--- config.mk ---
export PLATFORM = sky130hd
export DESIGN_NAME = uart_rx_mmio
export DESIGN_NICKNAME = d
export VERILOG_FILES = /design/src/rtl/uart_rx_mmio.sv
export SDC_FILE = /design/constraint.sdc
export NUM_CORES = 1
export LEC_CHECK = 0
export BUFFER_PORTS_ARGS = -buffer_cell sky130_fd_sc_hd__buf_2
export CORE_ASPECT_RATIO = 0.5
export CORE_UTILIZATION = 50
export DETAILED_ROUTE_END_ITERATION = 8
export PLACE_DENSITY = 0.86
export SETUP_SLACK_MARGIN = 0.2
export SYNTH_ARGS = -nofsm -noshare
export SYNTH_HDL_FRONTEND = slang
export SYNTH_SLANG_ARGS = --single-unit
--- constraint.sdc ---
create_clock -name CLK -period 3 [get_ports CLK]
set_clock_uncertainty 0.15 [all_clocks]
set_input_delay 0.45 -clock CLK [delete_from_list [all_inputs] [get_ports CLK]]
set_output_delay 0.45 -clock CLK [all_outputs]
set_load 0.02 [all_outputs]
--- src/rtl/uart_rx_mmio.sv ---
// Memory-mapped 8N1 UART receiver: oversampled RX deserializer feeding a small FIFO,
// with data/status registers on the OTTER IOBUS (write to data pops, status is W1C).
module uart_rx_mmio #(
  parameter int unsigned CLKS_PER_BIT = 868,
  parameter int unsigned FIFO_DEPTH   = 4,
  parameter logic [31:0] RX_DATA_AD   = 32'h11240000,
  parameter logic [31:0] RX_STAT_AD   = 32'h11280000
) (
  input  logic        CLK,
  input  logic        RST_N,
  input  logic        RX,
  input  logic [31:0] IOBUS_ADDR,
  input  logic        IOBUS_WR,
  input  logic [31:0] IOBUS_OUT,
  output logic [31:0] IOBUS_IN,
  output logic        RX_INTR
);

  localparam int unsigned AW = (FIFO_DEPTH > 1) ? $clog2(FIFO_DEPTH) : 1;
  localparam int unsigned CW = $clog2(CLKS_PER_BIT);

  localparam logic [CW-1:0] HALF_M1 = CW'(CLKS_PER_BIT / 2 - 1);
  localparam logic [CW-1:0] FULL_M1 = CW'(CLKS_PER_BIT - 1);
  localparam logic [CW-1:0] CNT_ONE = CW'(1);
  localparam logic [AW-1:0] PTR_ONE = AW'(1);
  localparam logic [AW:0]   CNT1    = (AW + 1)'(1);
  localparam logic [AW:0]   DEPTH_C = (AW + 1)'(FIFO_DEPTH);

  localparam logic [1:0] S_IDLE  = 2'd0;
  localparam logic [1:0] S_START = 2'd1;
  localparam logic [1:0] S_DATA  = 2'd2;
  localparam logic [1:0] S_STOP  = 2'd3;

  logic          r_rx_meta, r_rx_s, r_rx_prev;
  logic [1:0]    r_state;
  logic [CW-1:0] r_cnt;
  logic [2:0]    r_bit;
  logic [7:0]    r_shift;
  logic [7:0]    r_mem [FIFO_DEPTH];
  logic [AW-1:0] r_wptr, r_rptr;
  logic [AW:0]   r_count;
  logic          r_ovr, r_ferr;

  logic w_stop_done, w_push, w_ferr_set;
  logic w_empty, w_full, w_pop, w_push_ok, w_ovr_set, w_stat_wr;

  assign w_stop_done = (r_state == S_STOP) && (r_cnt == FULL_M1);
  assign w_push      = w_stop_done && r_rx_s;
  assign w_ferr_set  = w_stop_done && !r_rx_s;
  assign w_empty     = (r_count == '0);
  assign w_full      = (r_count == DEPTH_C);
  assign w_pop       = IOBUS_WR && (IOBUS_ADDR == RX_DATA_AD) && !w_empty;
  assign w_stat_wr   = IOBUS_WR && (IOBUS_ADDR == RX_STAT_AD);
  // A same-cycle pop frees the slot, so a push into a full FIFO still lands.
  assign w_push_ok   = w_push && (!w_full || w_pop);
  assign w_ovr_set   = w_push && w_full && !w_pop;

  always_ff @(posedge CLK or negedge RST_N) begin
    if (!RST_N) begin
      r_rx_meta <= 1'b1;
      r_rx_s    <= 1'b1;
      r_rx_prev <= 1'b1;
    end else begin
      r_rx_meta <= RX;
      r_rx_s    <= r_rx_meta;
      r_rx_prev <= r_rx_s;
    end
  end

  always_ff @(posedge CLK or negedge RST_N) begin
    if (!RST_N) begin
      r_state <= S_IDLE;
      r_cnt   <= '0;
      r_bit   <= '0;
      r_shift <= '0;
    end else begin
      case (r_state)
        S_IDLE: begin
          if (r_rx_prev && !r_rx_s) begin
            r_state <= S_START;
            r_cnt   <= '0;
            r_bit   <= '0;
          end
        end
        S_START: begin
          if (r_cnt == HALF_M1) begin
            r_cnt   <= '0;
            r_state <= r_rx_s ? S_IDLE : S_DATA;
          end else begin
            r_cnt <= r_cnt + CNT_ONE;
          end
        end
        S_DATA: begin
          if (r_cnt == FULL_M1) begin
            r_cnt   <= '0;
            r_shift <= {r_rx_s, r_shift[7:1]};
            r_bit   <= r_bit + 3'd1;
            if (r_bit == 3'd7) r_state <= S_STOP;
          end else begin
            r_cnt <= r_cnt + CNT_ONE;
          end
        end
        default: begin
          if (r_cnt == FULL_M1) begin
            r_cnt   <= '0;
            r_state <= S_IDLE;
          end else begin
            r_cnt <= r_cnt + CNT_ONE;
          end
        end
      endcase
    end
  end

  always_ff @(posedge CLK) begin
    if (w_push_ok) r_mem[r_wptr] <= r_shift;
  end

  always_ff @(posedge CLK or negedge RST_N) begin
    if (!RST_N) begin
      r_wptr  <= '0;
      r_rptr  <= '0;
      r_count <= '0;
    end else begin
      if (w_push_ok) r_wptr <= r_wptr + PTR_ONE;
      if (w_pop)     r_rptr <= r_rptr + PTR_ONE;
      case ({w_push_ok, w_pop})
        2'b10:   r_count <= r_count + CNT1;
        2'b01:   r_count <= r_count - CNT1;
        default: r_count <= r_count;
      endcase
    end
  end

  // New errors take priority over a same-cycle write-1-to-clear.
  always_ff @(posedge CLK or negedge RST_N) begin
    if (!RST_N) begin
      r_ovr  <= 1'b0;
      r_ferr <= 1'b0;
    end else begin
      r_ovr  <= w_ovr_set  | (r_ovr  & ~(w_stat_wr & IOBUS_OUT[1]));
      r_ferr <= w_ferr_set | (r_ferr & ~(w_stat_wr & IOBUS_OUT[2]));
    end
  end

  always_comb begin
    IOBUS_IN = '0;
    if (IOBUS_ADDR == RX_DATA_AD) begin
      if (!w_empty) IOBUS_IN = {24'b0, r_mem[r_rptr]};
    end else if (IOBUS_ADDR == RX_STAT_AD) begin
      IOBUS_IN = {28'b0, w_full, r_ferr, r_ovr, !w_empty};
    end
  end

  assign RX_INTR = !w_empty;

endmodule

## Yosys cells after proc, flatten, opt, wreduce, memory -nomap -nowiden

Memory sizes are Yosys's and may differ from the RTL's.
Cells that the tools add are included.

| storage, ports and cells | value |
|---|---|
| memories | 1 |
| output and inout port bits | 33 |
| register bits after elaboration | 35 |
| bits in writable memories | 32 |
| bits of input ports | 68 |
| logic and storage cells | 85 |

Memories:

| name | words | width | read ports | clocked after memory_dff | wr ports | line | source |
|---|---|---|---|---|---|---|---|
| r_mem | 4 | 8 | 1 | 0 | 1 | 39 | `logic [7:0] r_mem [FIFO_DEPTH];` |

| cells by class | value |
|---|---|
| equality and inequality tests | 15 |
| reductions and logical operators | 23 |
| multiplexer cells | 20 |
| bitwise logic cells | 8 |
| add/subtract/negate cells | 6 |

Operators with widths:

| kind | number |
|---|---|
| $eq A32 B29 Y1 const B | 2 |
| $mux W32 | 1 |
| $mux W10 | 3 |
| $pmux W10 S2 | 1 |
| $mux W2 | 6 |
| $pmux W3 S2 | 2 |
| $add A10 B1 Y10 const B | 1 |
| $eq A10 B10 Y1 const B | 1 |
| $eq A10 B9 Y1 const B | 1 |
| $logic_and A1 B1 Y1 | 10 |
| $mux W8 | 1 |
| $ne A2 B2 Y1 const B | 4 |
| $add A3 B1 Y3 const B | 2 |
| $eq A2 B2 Y1 const B | 3 |
| $eq A3 B3 Y1 const B | 2 |
| $mux W3 | 2 |
| $pmux W2 S3 | 1 |
| $reduce_and A5 Y1 | 1 |
| $add A2 B1 Y2 const B | 2 |
| $and A1 B1 Y1 | 4 |
| $eq A2 B1 Y1 const B | 2 |
| $logic_not A1 Y1 | 4 |
| $mux W4 | 1 |
| $reduce_bool A2 Y1 | 2 |
| 10 further kinds | 13 |

## Logic depth before layout (Yosys ltp)

Gate-level depths: netlist (run 1).

| depth | value |
|---|---|
| word-level depth | 7 |
| depth in mapped cells | 10 |
| mapped depth without buffers | 10 |

## Least setup slack after synthesis (run 1)

Ideal clock, no wire load.

| timing path | value |
|---|---|
| kind | input port to output port |
| start point | input port IOBUS_ADDR[3] |
| end point | output port IOBUS_IN[3] |
| path slack | 74 ps |
| data required time | 2400 ps |
| path buffers | 0 |
| cell stages on the path | 5 |
| data arrival time | 2326 ps |
| cells stage by stage | or4_4 or3_4 or3_1 nand2b_4 o21ai_0 |

| on the way | value |
|---|---|
| longest elaborated chain between the ends | 3 |

RTL lines:

| item | line | source |
|---|---|---|
| start: declaration | 12 | `input logic [31:0] IOBUS_ADDR,` |
| $eq A32 B29 Y1 | 150 | `end else if (IOBUS_ADDR == RX_STAT_AD) begin` |
| $mux W4 | 150 |  |
| $mux W32 (*) | 148 | `if (IOBUS_ADDR == RX_DATA_AD) begin` |
| end: declaration | 15 | `output logic [31:0] IOBUS_IN,` |

Every way passes the cells marked *; elsewhere a longest branch is shown, timed or not.

## Worst setup path in the final report (run 1)

| timing path | value |
|---|---|
| start point | input port IOBUS_ADDR[4] |
| end point | output port IOBUS_IN[3] |

The elaborated chain is that of the path after synthesis.

==> results of run 1 <==
==> cell usage in the layout (no fill, tap or decap), drive strengths merged, types with 8 or more instances in the layout <==
cell    count
buf        53
dfrtp      32
edfxtp     32
conb       24
o21ai      17
inv        15
nand2      14
and3       12
mux2       11
clkbuf     10
mux4        8
ha          8
==> metal layers <==
layer,routed length (um),up-vias
li1,-,1059
met2,3650,94
met5,0,-
met3,334,12
met4,137,0
met1,2950,1118
==> through the flow <==
step / total power [uW] / hold WS (ns) / setup slack [ns] / instances
4_1_cts: 2340 / 0.0687 / 0.156 / 415
6_report: 2330 / 0.0484 / 0.179 / 415
3_5_place_dp: 1270 / 0.197 / 0.0869 / 396
5_1_grt: 2420 / 0.0676 / 0.137 / 415
3_3_place_gp: 1260 / 0.197 / 0.111 / 396
2_1_floorplan: 1220 / 0.00441 / 0.0862 / 290
==> power groups by stage <==
stage / combinational (uW) / clock [uW] / sequential (uW)
after floorplan: 172 / 0 / 1050
after global placement: 199 / 0 / 1060
after detailed placement: 209 / 0 / 1060
after CTS: 211 / 1090 / 1050
after global routing: 235 / 1130 / 1060
final: 210 / 1070 / 1050
==> critical path: stages <==
cell and delay [ns]:
buf_6 0.09, or4_4 0.53, or3_4 0.34, or3_4 0.33
nand2b_4 0.18, o21ai_2 0.16, buf_6 0.13
==> cell families after synthesis <==
logic type               after synthesis  share of synthesized area, %
AND/OR/NAND/NOR                       76                          16.1
other                                  1                         0.109
adder cells (fa/ha/maj)                9                          3.48
flip-flops                            67                          53.3
XOR/XNOR                               6                          1.52
multiplexers                          20                          9.20
buffers and inverters                 45                          7.78
AO/OA/AOI/OAI                         43                          8.58
==> layout make-up <==
| class | instances | area share (%) |
|---|---|---|
| flip-flops and latches | 67 | 45.1 |
| multi-input cells | 178 | 35.9 |
| repair buffers | 53 | 7.53 |
| clock buffers | 10 | 5.85 |
| well taps | 88 | 2.70 |
| clock inverters | 6 | 1.78 |
| inverters | 13 | 1.19 |
==> timing repair <==
action / 4_1_cts / 5_1_grt
gates resized for setup: 12 / 1
pin swaps: 3 / 2
setup endpoints to repair: 4 / 4
buffers inserted: 3 / 0
==> synth_stat cells, types with 7 or more instances <==
| cell | count | area share [%] |
|---|---|---|
| dfrtp_1 | 32 | 23 |
| edfxtp_1 | 32 | 28 |
| buf_4 | 24 | 5.2 |
| o21ai_0 | 15 | 2.2 |
| nand2_1 | 14 | 1.5 |
| inv_1 | 13 | 1.4 |
| mux2_2 | 10 | 3.3 |
| ha_1 | 8 | 2.9 |
| mux4_2 | 8 | 5.2 |
| a22o_1 | 7 | 1.8 |
| and3_2 | 7 | 1.5 |
| clkbuf_1 | 7 | 0.76 |
==> state kept, by name (all words and copies together), names as in the netlist, 2 cells and up <==
name and count:
r_mem 32, r_cnt 10, r_shift 8, r_bit 3, r_count 3, r_rptr 2
r_state 2, r_wptr 2
==> final timing paths <==
path / start / end / slack [ns]
max: IOBUS_ADDR[4] / IOBUS_IN[3] / 0.18
min: RST_N / r_shift[5]$_DFFE_PN0P_ / 0.05
max reg2reg: r_cnt[0]$_DFFE_PN0P_ / r_count[2]$_DFFE_PN0P_ / 0.44
min reg2reg: r_rx_meta$_DFF_PN1_ / r_rx_s$_DFF_PN1_ / 0.20
max in group asynchronous: RST_N / r_cnt[8]$_DFFE_PN0P_ / 2.15
min in group CLK: RX / r_rx_meta$_DFF_PN1_ / 0.08
==> metrics.md, run 1 <==
| Metric | Value |
|---|---|
| Maximum VDD drop | `0.314 mV` |
| Die H | `60.8 um` |
| Element type at the critical path end | `primary output` |
| Seq pwr share | `45.0%` |
| DP Area | `3710 um2` |
| Final Cycle Share | `94.0%` |
| Gr usage total | `20.8%` |
| Vias post-DR | `2283` |
| Worst-margin pin slew | `0.785 ns` |
| Netlist cell types | `55` |
| PD cells | `570 nW/um2` |
| CP Max Fanout | `4` |
| Final instance area | `4090 um2` |
| Diode count | `0` |
| WP data arrival | `2.22 ns` |
| Met2 Usage GRT | `37.3%` |
| I/O Buffers | `46` |
| Fin. max-slew vios | `0` |
| Clock Latency Late Sink | `0.33 ns` |
| Most used DFF post-synth | `edfxtp_1` |
| CTS H-Tree Depth | `3` |
| Nets | `399` |
| HPWL after detailed placement | `4450 um` |
| CTS sink cnt | `67` |
| Leak | `0.00190 uW` |
| CTS Hold Bufs | `0` |
| DRT Pass-1 Iters | `5` |
| Status | `complete, no violations` |
| Multi-input logic area | `1470 um2` |
| Post-synthesis sequential area ratio | `53.3%` |
| Util after Layout | `64.3%` |
| Die footprint | `7270 um2` |
| DR WL/cell | `17.1 um` |
| P_sw | `568 uW` |
| Setup_tns | `0 ns` |
| DRT iter0 DRCs | `162` |
| Number of synthesized flops with an enable pin | `32` |
| CTS max path bufs | `2` |
| Syn Area/Cell | `12.9 um2` |
| Area growth, synth to finish | `18.2%` |
| Post-route ant nets | `0` |
| Setup Crit Path Kind | `input pin to primary output` |
| Power share of the clock group | `46.0%` |
| Relative slew margins | `47.7%` |
| Max-Cap Viols | `0` |
| Yosys Warn Count | `0` |
| Initial antenna violation count | `0` |
| Worst-case reg-to-reg path depth | `10` |
| First-pass GRT wire length | `11000 um` |
| Grt total ovfl | `0` |
| Clock transition at path regs | `0.06 ns` |
| Root buffer cell | `clkbuf_16` |
| CTS tree | `built` |
| Seq cells post-synth | `67` |
| Hold WC Path Type | `input pin to asynchronous set/reset pin` |
| # setup viols final | `0` |
| Share of layout cells above drive strength 1 | `37.3%` |
| Top Usage Layer GRT | `met2` |
| Final hold vios | `0` |
| DIE WIDTH | `120 um` |
| Starting Density | `54.4%` |
| Int Pwr | `1760 uW` |
| Core footprint | `6360 um2` |
| Fillers | `433` |
| Total wire length | `7080 um` |
| M3 GR Usage | `5.36%` |
| FP Rows | `20` |
| Critical Path RT | `2.40 ns` |
| Unrepaired setup endpoints after global routing | `yes` |
| Global placement routability congestion | `0.811` |
| DRC Markers | `0` |
| Via density | `5.50` |
| Syn Inst Count | `267` |
| Largest net degree at the start of global routing | `36` |
| Fmax | `354 MHz` |
| Number of global-route vias before repair | `2155` |
| GR Util met1 | `24.6%` |
| Register Area | `1840 um2` |
| IO Count | `101` |
| Tmin final | `2.82 ns` |
| Logic pwr share | `9.0%` |
| Synth async-reset ratio | `52.2%` |
| Net Sw Frac | `24.4%` |
| CP startpoint kind | `input pin` |
| Synthesized area | `3460 um2` |
| CTS buffer count | `9` |
Power figures use the tool's default switching activity.
==> run 2: changes to the inputs <==
- REMOVE_ABC_BUFFERS: default -> 1
==> run 2 against run 1 <==
  * First-iteration DRC count up 36%
  * Cell count up 0.24%
  * Die area unchanged
  * Critical endpoint unchanged
  * Combinational power up 3%
  * Largest power group unchanged
  * Utilization unchanged
  * Critical path depth unchanged
  * Highest routed layer unchanged
  * Largest cell class unchanged
  * Sequential share of layout area unchanged
  * Worst hold slack better by 0.0083 ns
==> metrics.md, run 2 (synthesis results as in run 1) <==
| Metric | Value |
|---|---|
| Seq pwr share | `44.7%` |
| IO Count | `101` |
| Area growth, synth to finish | `18.2%` |
| Element type at the critical path end | `primary output` |
| # setup viols final | `0` |
| Worst r2r src | `r_cnt[0]$_DFFE_PN0P_` |
| DRT iter0 DRCs | `220` |
| Crit path to | `IOBUS_IN[3]` |
| Unrepaired setup endpoints after global routing | `yes` |
| Net Sw Frac | `25.5%` |
| Final Cycle Share | `96.2%` |
| Initial antenna violation count | `0` |
| HPWL after detailed placement | `4600 um` |
| Die footprint | `7270 um2` |
| Maximum VDD drop | `0.278 mV` |
| CTS tree | `built` |
| Share of layout cells above drive strength 1 | `36.9%` |
| Hold WC Path Type | `input pin to asynchronous set/reset pin` |
| Global placement routability congestion | `0.816` |
| Worst-case reg-to-reg path depth | `10` |
| Crit. Startpoint | `IOBUS_ADDR[4]` |
| WP data arrival | `2.29 ns` |
| Relative slew margins | `46.8%` |
| Commonest non-fill, non-tap cells in the layout | `buf_2, dfrtp_1, edfxtp_1` |
| Power share of the clock group | `46.1%` |
| Leak | `0.00190 uW` |
| Setup Crit Path Kind | `input pin to primary output` |
| Largest registers | `r_mem (32), r_cnt (10), r_shift (8)` |
| Number of global-route vias before repair | `2280` |
| Clock Latency Late Sink | `0.33 ns` |
| Total wire length | `7420 um` |
| Starting Density | `54.4%` |
| CTS buffer count | `9` |
| I/O Buffers | `46` |
| Most common cell after layout, fill and taps aside | `buf_2` |
| CP Max Fanout | `4` |
| Final hold vios | `0` |
| FP Rows | `20` |
| Int Pwr | `1750 uW` |
| Root buffer cell | `clkbuf_16` |
| Via density | `5.60` |
| DRC Markers | `0` |
| Critical Path RT | `2.40 ns` |
| Max-Cap Viols | `0` |
| PD cells | `574 nW/um2` |
| R2r setup slk | `0.45 ns` |
| CTS sink cnt | `67` |
| Setup_tns | `0 ns` |
| Top reg by flops | `r_mem` |
| DR WL/cell | `17.8 um` |
| Grt total ovfl | `0` |
| Vias post-DR | `2329` |
| Max stage delay cell, worst path | `or4_4` |
| Largest net degree at the start of global routing | `36` |
| Post-route ant nets | `0` |
| R2r endpoint | `r_count[2]$_DFFE_PN0P_` |
| Worst-margin pin slew | `0.798 ns` |
| Hold WS | `0.0567 ns` |
| Fmax | `346 MHz` |
| DIE WIDTH | `120 um` |
| DRT Pass-1 Iters | `4` |
| Clock transition at path regs | `0.06 ns` |
| CP startpoint kind | `input pin` |
| Logic pwr share | `9.2%` |
| Gr usage total | `20.9%` |
| Nets | `400` |
| CTS H-Tree Depth | `3` |
| P_sw | `599 uW` |
| Slowest stage delay, CP | `0.52 ns` |
| Status | `complete, no violations` |
| Diode count | `0` |
| Tmin final | `2.89 ns` |
| Core footprint | `6360 um2` |
| Die H | `60.8 um` |
| Largest register FFs | `32` |
| CTS Hold Bufs | `0` |
| Fin. max-slew vios | `0` |
| First-pass GRT wire length | `11200 um` |
| CTS max path bufs | `2` |
| Critical-path cell list | `buf_6 -> or4_4 -> or3_4 -> or3_4 -> nand2b_4 -> o21ai_4 -> buf_6` |
==> run 2: cell type report <==
class                           count  area (um2)
Tap cell                           88         110
Timing Repair Buffer               54         315
Clock buffer                        9         225
Multi-Input combinational cell    178        1460
Fill cell                         431        2270
Clock inverter                      7        81.3
Inverter                           13        48.8
Sequential cell                    67        1840
==> run 2: what timing repair did <==
action                                  in CTS  in global routing
cloned                                       0                  0
endpoints found under the setup margin       4                  4
gates resized for setup                     12                  4
pin swaps                                    3                  3
setup buffers                                3                  0
==> run 2: through the flow <==
| step | total power [uW] | cell area (um2) | utilization, % | setup slack [ns] | std cells |
|---|---|---|---|---|---|
| finish | 2340 | 4090 | 64.3 | 0.113 | 416 |
| floorplan | 1190 | 3320 | - | 0.0742 | 258 |
| global placement | 1260 | 3700 | 58.2 | 0.0454 | 397 |
| global route | 2430 | 4090 | 64.3 | 0.0719 | 416 |
| CTS | 2350 | 4060 | 63.9 | 0.152 | 416 |
| detailed placement | 1280 | 3700 | 58.2 | 0.0496 | 397 |
==> run 2: power groups by stage <==
stage / logic (uW) / clock network [uW] / registers [uW]
3_3_place_gp: 198 / 0 / 1060
2_1_floorplan: 141 / 0 / 1050
3_5_place_dp: 213 / 0 / 1060
6_report: 216 / 1080 / 1050
5_1_grt: 244 / 1130 / 1050
4_1_cts: 217 / 1090 / 1050
==> run 2: metal layers <==
layer  part of all wire, %  global-route usage, %
met4                   2.6                   8.04
met3                   7.0                   6.48
met5                     0                      0
met1                    39                   24.7
met2                    51                   37.1
==> run 2: worst min-delay path by stage <==
stage | startpoint | endpoint | slack, ns | depth (start not counted)
floorplan | RST_N | r_bit[0]$_DFFE_PN0P_ | 0.004 | 0
global placement | r_rx_meta$_DFF_PN1_ | r_rx_s$_DFF_PN1_ | 0.20 | 0
detailed placement | r_rx_meta$_DFF_PN1_ | r_rx_s$_DFF_PN1_ | 0.20 | 0
CTS | RX | r_rx_meta$_DFF_PN1_ | 0.07 | 1
global route | RX | r_rx_meta$_DFF_PN1_ | 0.07 | 1
finish | RST_N | r_cnt[2]$_DFFE_PN0P_ | 0.06 | 1
==> run 2: worst max-delay path, delay by kind of cell <==
kind                   cells  cell delay, ns
AOI/OAI and AO/OA          1            0.21
buffers and inverters      2            0.23
and+or+nand+nor            4            1.40
